===== src/rtl/btn_led_counter_ctrl_if.sv =====
// Button/LED bundle between the board I/O (master) and the counter controller (slave).
// up_state/dn_state expose each debounce FSM's encoding for observation.
interface btn_led_counter_ctrl_if #(
  parameter int LED_bit = 8
);
  logic               btn_up;
  logic               btn_dn;
  logic               clr;
  logic [LED_bit-1:0] led;
  logic               step;
  logic               wrap;
  logic               up_held;
  logic               dn_held;
  logic [2:0]         up_state;
  logic [2:0]         dn_state;

  modport master (
    output btn_up, btn_dn, clr,
    input  led, step, wrap, up_held, dn_held, up_state, dn_state
  );

  modport slave (
    input  btn_up, btn_dn, clr,
    output led, step, wrap, up_held, dn_held, up_state, dn_state
  );
endinterface


===== src/rtl/btn_led_counter_ctrl.sv =====
// Up/down LED counter driven by two raw pushbuttons:
// a 2-flop synchronizer, a debounce/auto-repeat FSM per button, and an arbitrated counter update.
module btn_led_counter_ctrl #(
  parameter int LED_bit       = 8,
  parameter int DEB_CYCLES    = 1000000,
  parameter int HOLD_CYCLES   = 50000000,
  parameter int REPEAT_CYCLES = 20000000
) (
  input logic                   clk,
  input logic                   rst_n,
  btn_led_counter_ctrl_if.slave bus
);

  localparam int MAX_A  = (DEB_CYCLES > HOLD_CYCLES) ? DEB_CYCLES : HOLD_CYCLES;
  localparam int MAX_C  = (MAX_A > REPEAT_CYCLES) ? MAX_A : REPEAT_CYCLES;
  localparam int CNT_W  = (MAX_C > 1) ? $clog2(MAX_C) : 1;

  localparam logic [CNT_W-1:0] DEB_LAST  = CNT_W'(DEB_CYCLES - 1);
  localparam logic [CNT_W-1:0] HOLD_LAST = CNT_W'(HOLD_CYCLES - 1);
  localparam logic [CNT_W-1:0] REP_LAST  = CNT_W'(REPEAT_CYCLES - 1);
  localparam logic [CNT_W-1:0] CNT_ONE   = CNT_W'(1);

  typedef enum logic [2:0] {
    IDLE      = 3'd0,
    PRESS_CHK = 3'd1,
    PRESSED   = 3'd2,
    REPEAT    = 3'd3,
    REL_CHK   = 3'd4
  } btn_state_e;

  // Index 0 is the up button, index 1 the down button.
  logic [1:0]       btn_raw;
  logic [1:0]       sync1_q;
  logic [1:0]       s_q;
  btn_state_e       state_q [2];
  btn_state_e       state_d [2];
  logic [CNT_W-1:0] cnt_q   [2];
  logic [CNT_W-1:0] cnt_d   [2];
  logic [1:0]       evt;

  logic [LED_bit-1:0] led_q, led_d;
  logic               step_q, step_d;
  logic               wrap_q, wrap_d;

  assign btn_raw = {bus.btn_dn, bus.btn_up};

  always_ff @(posedge clk or negedge rst_n) begin
    if (!rst_n) begin
      sync1_q <= '0;
      s_q     <= '0;
      for (int i = 0; i < 2; i++) begin
        state_q[i] <= IDLE;
        cnt_q[i]   <= '0;
      end
    end else begin
      sync1_q <= btn_raw;
      s_q     <= sync1_q;
      for (int i = 0; i < 2; i++) begin
        state_q[i] <= state_d[i];
        cnt_q[i]   <= cnt_d[i];
      end
    end
  end

  // evt is a Mealy output so the counter sees it the cycle the threshold is reached.
  always_comb begin
    for (int i = 0; i < 2; i++) begin
      state_d[i] = state_q[i];
      cnt_d[i]   = cnt_q[i];
      evt[i]     = 1'b0;
      case (state_q[i])
        IDLE: begin
          if (s_q[i]) begin
            state_d[i] = PRESS_CHK;
            cnt_d[i]   = '0;
          end
        end
        PRESS_CHK: begin
          if (!s_q[i]) begin
            state_d[i] = IDLE;
            cnt_d[i]   = '0;
          end else if (cnt_q[i] == DEB_LAST) begin
            state_d[i] = PRESSED;
            cnt_d[i]   = '0;
            evt[i]     = 1'b1;
          end else begin
            cnt_d[i] = cnt_q[i] + CNT_ONE;
          end
        end
        PRESSED: begin
          if (!s_q[i]) begin
            state_d[i] = REL_CHK;
            cnt_d[i]   = '0;
          end else if (cnt_q[i] == HOLD_LAST) begin
            state_d[i] = REPEAT;
            cnt_d[i]   = '0;
            evt[i]     = 1'b1;
          end else begin
            cnt_d[i] = cnt_q[i] + CNT_ONE;
          end
        end
        REPEAT: begin
          if (!s_q[i]) begin
            state_d[i] = REL_CHK;
            cnt_d[i]   = '0;
          end else if (cnt_q[i] == REP_LAST) begin
            cnt_d[i] = '0;
            evt[i]   = 1'b1;
          end else begin
            cnt_d[i] = cnt_q[i] + CNT_ONE;
          end
        end
        REL_CHK: begin
          // A bounce back to 1 restarts the hold timer without a new event.
          if (s_q[i]) begin
            state_d[i] = PRESSED;
            cnt_d[i]   = '0;
          end else if (cnt_q[i] == DEB_LAST) begin
            state_d[i] = IDLE;
            cnt_d[i]   = '0;
          end else begin
            cnt_d[i] = cnt_q[i] + CNT_ONE;
          end
        end
        default: begin
          state_d[i] = IDLE;
          cnt_d[i]   = '0;
        end
      endcase
    end
  end

  always_comb begin
    led_d  = led_q;
    step_d = 1'b0;
    wrap_d = 1'b0;
    if (bus.clr) begin
      led_d = '0;
    end else if (evt[0] && evt[1]) begin
      led_d = led_q;
    end else if (evt[0]) begin
      led_d  = led_q + 1'b1;
      step_d = 1'b1;
      wrap_d = &led_q;
    end else if (evt[1]) begin
      led_d  = led_q - 1'b1;
      step_d = 1'b1;
      wrap_d = (led_q == '0);
    end
  end

  always_ff @(posedge clk or negedge rst_n) begin
    if (!rst_n) begin
      led_q  <= '0;
      step_q <= 1'b0;
      wrap_q <= 1'b0;
    end else begin
      led_q  <= led_d;
      step_q <= step_d;
      wrap_q <= wrap_d;
    end
  end

  assign bus.led      = led_q;
  assign bus.step     = step_q;
  assign bus.wrap     = wrap_q;
  assign bus.up_held  = (state_q[0] == PRESSED) || (state_q[0] == REPEAT);
  assign bus.dn_held  = (state_q[1] == PRESSED) || (state_q[1] == REPEAT);
  assign bus.up_state = state_q[0];
  assign bus.dn_state = state_q[1];

endmodule


===== src/flat_wrapper.sv =====
// flat-port wrapper written by rule: the top's interface ports become plain ports
module btn_led_counter_ctrl_flat 
#(
  parameter int LED_bit       = 8,
  parameter int DEB_CYCLES    = 1000000,
  parameter int HOLD_CYCLES   = 50000000,
  parameter int REPEAT_CYCLES = 20000000
)
  (clk, rst_n, bus_btn_up, bus_btn_dn, bus_clr, bus_led, bus_step, bus_wrap, bus_up_held, bus_dn_held, bus_up_state, bus_dn_state);
  btn_led_counter_ctrl_if #(.LED_bit(LED_bit)) bus_i ();
  input logic clk;
  input logic rst_n;
  input wire logic [$bits(bus_i.btn_up)-1:0] bus_btn_up;
  input wire logic [$bits(bus_i.btn_dn)-1:0] bus_btn_dn;
  input wire logic [$bits(bus_i.clr)-1:0] bus_clr;
  output wire logic [$bits(bus_i.led)-1:0] bus_led;
  output wire logic [$bits(bus_i.step)-1:0] bus_step;
  output wire logic [$bits(bus_i.wrap)-1:0] bus_wrap;
  output wire logic [$bits(bus_i.up_held)-1:0] bus_up_held;
  output wire logic [$bits(bus_i.dn_held)-1:0] bus_dn_held;
  output wire logic [$bits(bus_i.up_state)-1:0] bus_up_state;
  output wire logic [$bits(bus_i.dn_state)-1:0] bus_dn_state;
  assign bus_i.btn_up = bus_btn_up;
  assign bus_i.btn_dn = bus_btn_dn;
  assign bus_i.clr = bus_clr;
  assign bus_led = bus_i.led;
  assign bus_step = bus_i.step;
  assign bus_wrap = bus_i.wrap;
  assign bus_up_held = bus_i.up_held;
  assign bus_dn_held = bus_i.dn_held;
  assign bus_up_state = bus_i.up_state;
  assign bus_dn_state = bus_i.dn_state;
  btn_led_counter_ctrl #(.LED_bit(LED_bit), .DEB_CYCLES(DEB_CYCLES), .HOLD_CYCLES(HOLD_CYCLES), .REPEAT_CYCLES(REPEAT_CYCLES)) u_core (.clk(clk), .rst_n(rst_n), .bus(bus_i));
endmodule

===== config.mk =====
export PLATFORM = sky130hd
export DESIGN_NAME = btn_led_counter_ctrl_flat
export DESIGN_NICKNAME = d
export VERILOG_FILES = /design/src/rtl/btn_led_counter_ctrl_if.sv /design/src/rtl/btn_led_counter_ctrl.sv /design/src/flat_wrapper.sv
export SDC_FILE = /design/constraint.sdc
export NUM_CORES = 1
export LEC_CHECK = 0
export BUFFER_PORTS_ARGS = -buffer_cell sky130_fd_sc_hd__buf_2
export CAP_MARGIN = 10
export CORE_ASPECT_RATIO = 1.2
export CORE_MARGIN = 2
export CORE_UTILIZATION = 55
export CTS_BUF_LIST = sky130_fd_sc_hd__clkbuf_4
export DETAILED_ROUTE_END_ITERATION = 6
export PLACE_DENSITY = 0.81
export REMOVE_ABC_BUFFERS = 1
export SYNTH_ARGS = -nofsm -noshare
export SYNTH_HDL_FRONTEND = slang
export SYNTH_SLANG_ARGS = --single-unit

===== constraint.sdc =====
create_clock -name clk -period 8.78 [get_ports clk]
set_clock_uncertainty 0.1 [all_clocks]
set_input_delay 0.439 -clock clk [delete_from_list [all_inputs] [get_ports clk]]
set_output_delay 0.439 -clock clk [all_outputs]
set_load 0.1 [all_outputs]

==> metrics.csv <==
metric,value,unit
max_cap viols,0,
nets@finish,558,
max incr delay on CP,550,ps
clk_lat worst skew,450,ps
Syn. warnings,0,
synth top area cells,"dfrtp_1, nor2_1, nand2_1, a21oi_1, nand3_1",
status,"complete, but fails checks",
slew margin rel.,39.6,%
final WL,10.3,mm
TritonCTS clock tree,yes,
Layout area overhead,6.05,%
crit-path max FO,8,
first-pass GRT wire length,17.5,mm
clock sinks,72,
top-area cell type share of the netlist area,39.4,%
grt ovf,0,
hold slack,-5.98,ps
# hold bufs at CTS,2,
Iteration-0 DRC Markers,223,
Hold Fails Final Rpt,2,
DR vias,4110,
GRT Total Usage,23.7,%
DR pass1 iterations,4,
Critical Path AT,4420,ps
Post-Route Setup TNS,0,ps
root buf cell,clkbuf_4,
Post-synth EDFFs,0,
antenna violations before repair,0,
vias in the first global route,3848,
Static Leak,2.00,nW
Hold Crit Class,in -> async,
Die H,104,um
clk buf depth,2,
IO Count,23,
cell taking the most area after synthesis,dfrtp_1,
Residual DRC,0,
crit path from,u_core.cnt_q[34]$_DFFE_PN0P_,
unrepaired setup endpoints after global routing,false,
FP Rows,36,
Starting Density,56.4,%
H-tree Lvls,3,
die width,87.2,um
routed len/inst,16.0,um
clk slew on worst S/H paths,140,ps
reg-to-reg startpoint,u_core.cnt_q[34]$_DFFE_PN0P_,
routed vias/inst,6.39,
#FFs+latches synth,72,
Worst-Margin Slew,906,ps
Worst Path Required,9080,ps
crit path cell chain,or4_4 -> nor2_1 -> and4_1 -> nand2_1 -> a21boi_0 -> o21ai_0 -> ha_1 -> o21ai_0 -> o21bai_1 -> a2111oi_0 -> or3_1 -> nor4b_1 -> a21oi_1 -> nand4_1,
final-report setup violation count,0,
cells after synthesis,536,
share of layout cells above drive strength 1,10.4,%
Core Region,0.00811,mm2
largest net degree at the start of global routing,73,
PnR Total Power,0.000627,W
syn_area_per_cell,8.53,um2
DP Wirelength,6.99,mm
fin util,59.8,%
Synth Flop Type,dfrtp_1,
async set-reset flop share out of synthesis,100,%
Final min period,4130,ps
synth unique cells,70,
Final Max Slew Viols,0,
Crit-path slowest cell,or4_4,
Setup crit start kind,register,
register area share after synthesis,39.4,%
period utilization,47.0,%
GPL Wtd Cong,0.925,
CTS resizes,0,
crit end category,register,
CP dominant cell by count,o21ai_0,
PortBufs,22,
violated checks,hold timing,
Antenna Nets Post-Route,0,
setup bufs post-CTS,0,
Fmax achieved,242,MHz
top-count cell post-synth,dfrtp_1,
Num CTS Buffers,9,
CP Class,reg -> reg,
Pwr Density,129,mW/mm2
commonest cells in the netlist,"dfrtp_1, nor2_1, nand2_1, a21oi_1, nand3_1",
Die Area,0.00906,mm2
Post-Syn Area,0.00457,mm2
ANT cells,0,
VDD IR max,0.0840,mV
cell families after synthesis:
logic type,synth area share (%)
and+or+nand+nor,31.0
AOI/OAI and AO/OA,17.0
DFF,39.4
buffers and inverters,4.38
xor gates and xnor gates,3.07
muxes,2.27
adders and majority gates,2.90
state kept, by name (all words and copies together) (netlist names):
register             cells
u_core.cnt_q            52
u_core.bus.led           8
u_core.bus.dn_state      3
u_core.bus.up_state      3
u_core.s_q               2
u_core.sync1_q           2
u_core.bus.step          1
u_core.bus.wrap          1
cells in the final DEF (no fill, tap or decap), types with 9 or more instances in the layout:
| cell type | count |
|---|---|
| ha_1 | 9 |
| buf_2 | 21 |
| inv_1 | 15 |
| nor3_1 | 12 |
| xnor2_1 | 10 |
| dfrtp_1 | 72 |
| nand3_1 | 31 |
| a31oi_1 | 23 |
| clkbuf_4 | 9 |
| a21oi_1 | 40 |
| nand2_1 | 54 |
| nor2_1 | 59 |
| nand4_1 | 19 |
| o21ai_0 | 14 |
| and3_1 | 13 |
| nor4_1 | 16 |
through the flow:
stage          setup slack [ps]  instances  instance area (um2)
2_1_floorplan              4670        506                 4430
3_3_place_gp               4910        625                 4680
3_5_place_dp               4690        625                 4680
4_1_cts                    4670        643                 4850
5_1_grt                    4290        643                 4850
6_report                   4650        643                 4850
layout make-up:
cell class	instances	area (um2)
Sequential cell	72	1800
Multi-Input combinational cell	419	2580
Inverter	15	56.3
Timing Repair Buffer	26	148
Tap cell	95	119
Clock buffer	9	67.6
Clock inverter	7	80.1
Fill cell	692	3260
final timing paths:
check,endpoint,slack [ps],cells after the start
worst max-delay path,u_core.bus.led[7]$_DFFE_PN0P_,4650,14
worst min-delay path,u_core.cnt_q[31]$_DFFE_PN0P_,-6,1
worst max register to register,u_core.bus.led[7]$_DFFE_PN0P_,4650,14
worst min register to register,u_core.s_q[1]$_DFF_PN0_,270,0
max in group asynchronous,u_core.s_q[1]$_DFF_PN0_,7980,1
min in group clk,u_core.bus.step$_DFF_PN0_,180,2
where the power goes:
group	switching (W)	leakage (nW)	total (W)	internal, W
combinational	0.0000340	0.939	0.0000509	0.0000169
sequential	0.0000123	0.987	0.000354	0.000342
clock	0.000133	0.0727	0.000222	0.0000888
metal layers:
layer	global-route usage (%)	vias up	routed length, um
met4	11.3	0	223
li1	-	2004	-
met5	0	-	0
met3	4.13	27	421
met2	39.1	123	5140
met1	29.7	1956	4480
critical path: cells and delay by family (launching register included):
| family | cells | cell delay, ps |
|---|---|---|
| DFF | 1 | 500 |
| adders and majority gates | 1 | 490 |
| and+or+nand+nor | 7 | 1940 |
| AOI/OAI and AO/OA | 6 | 1040 |
Note: power is estimated with default switching activity, not from simulation.
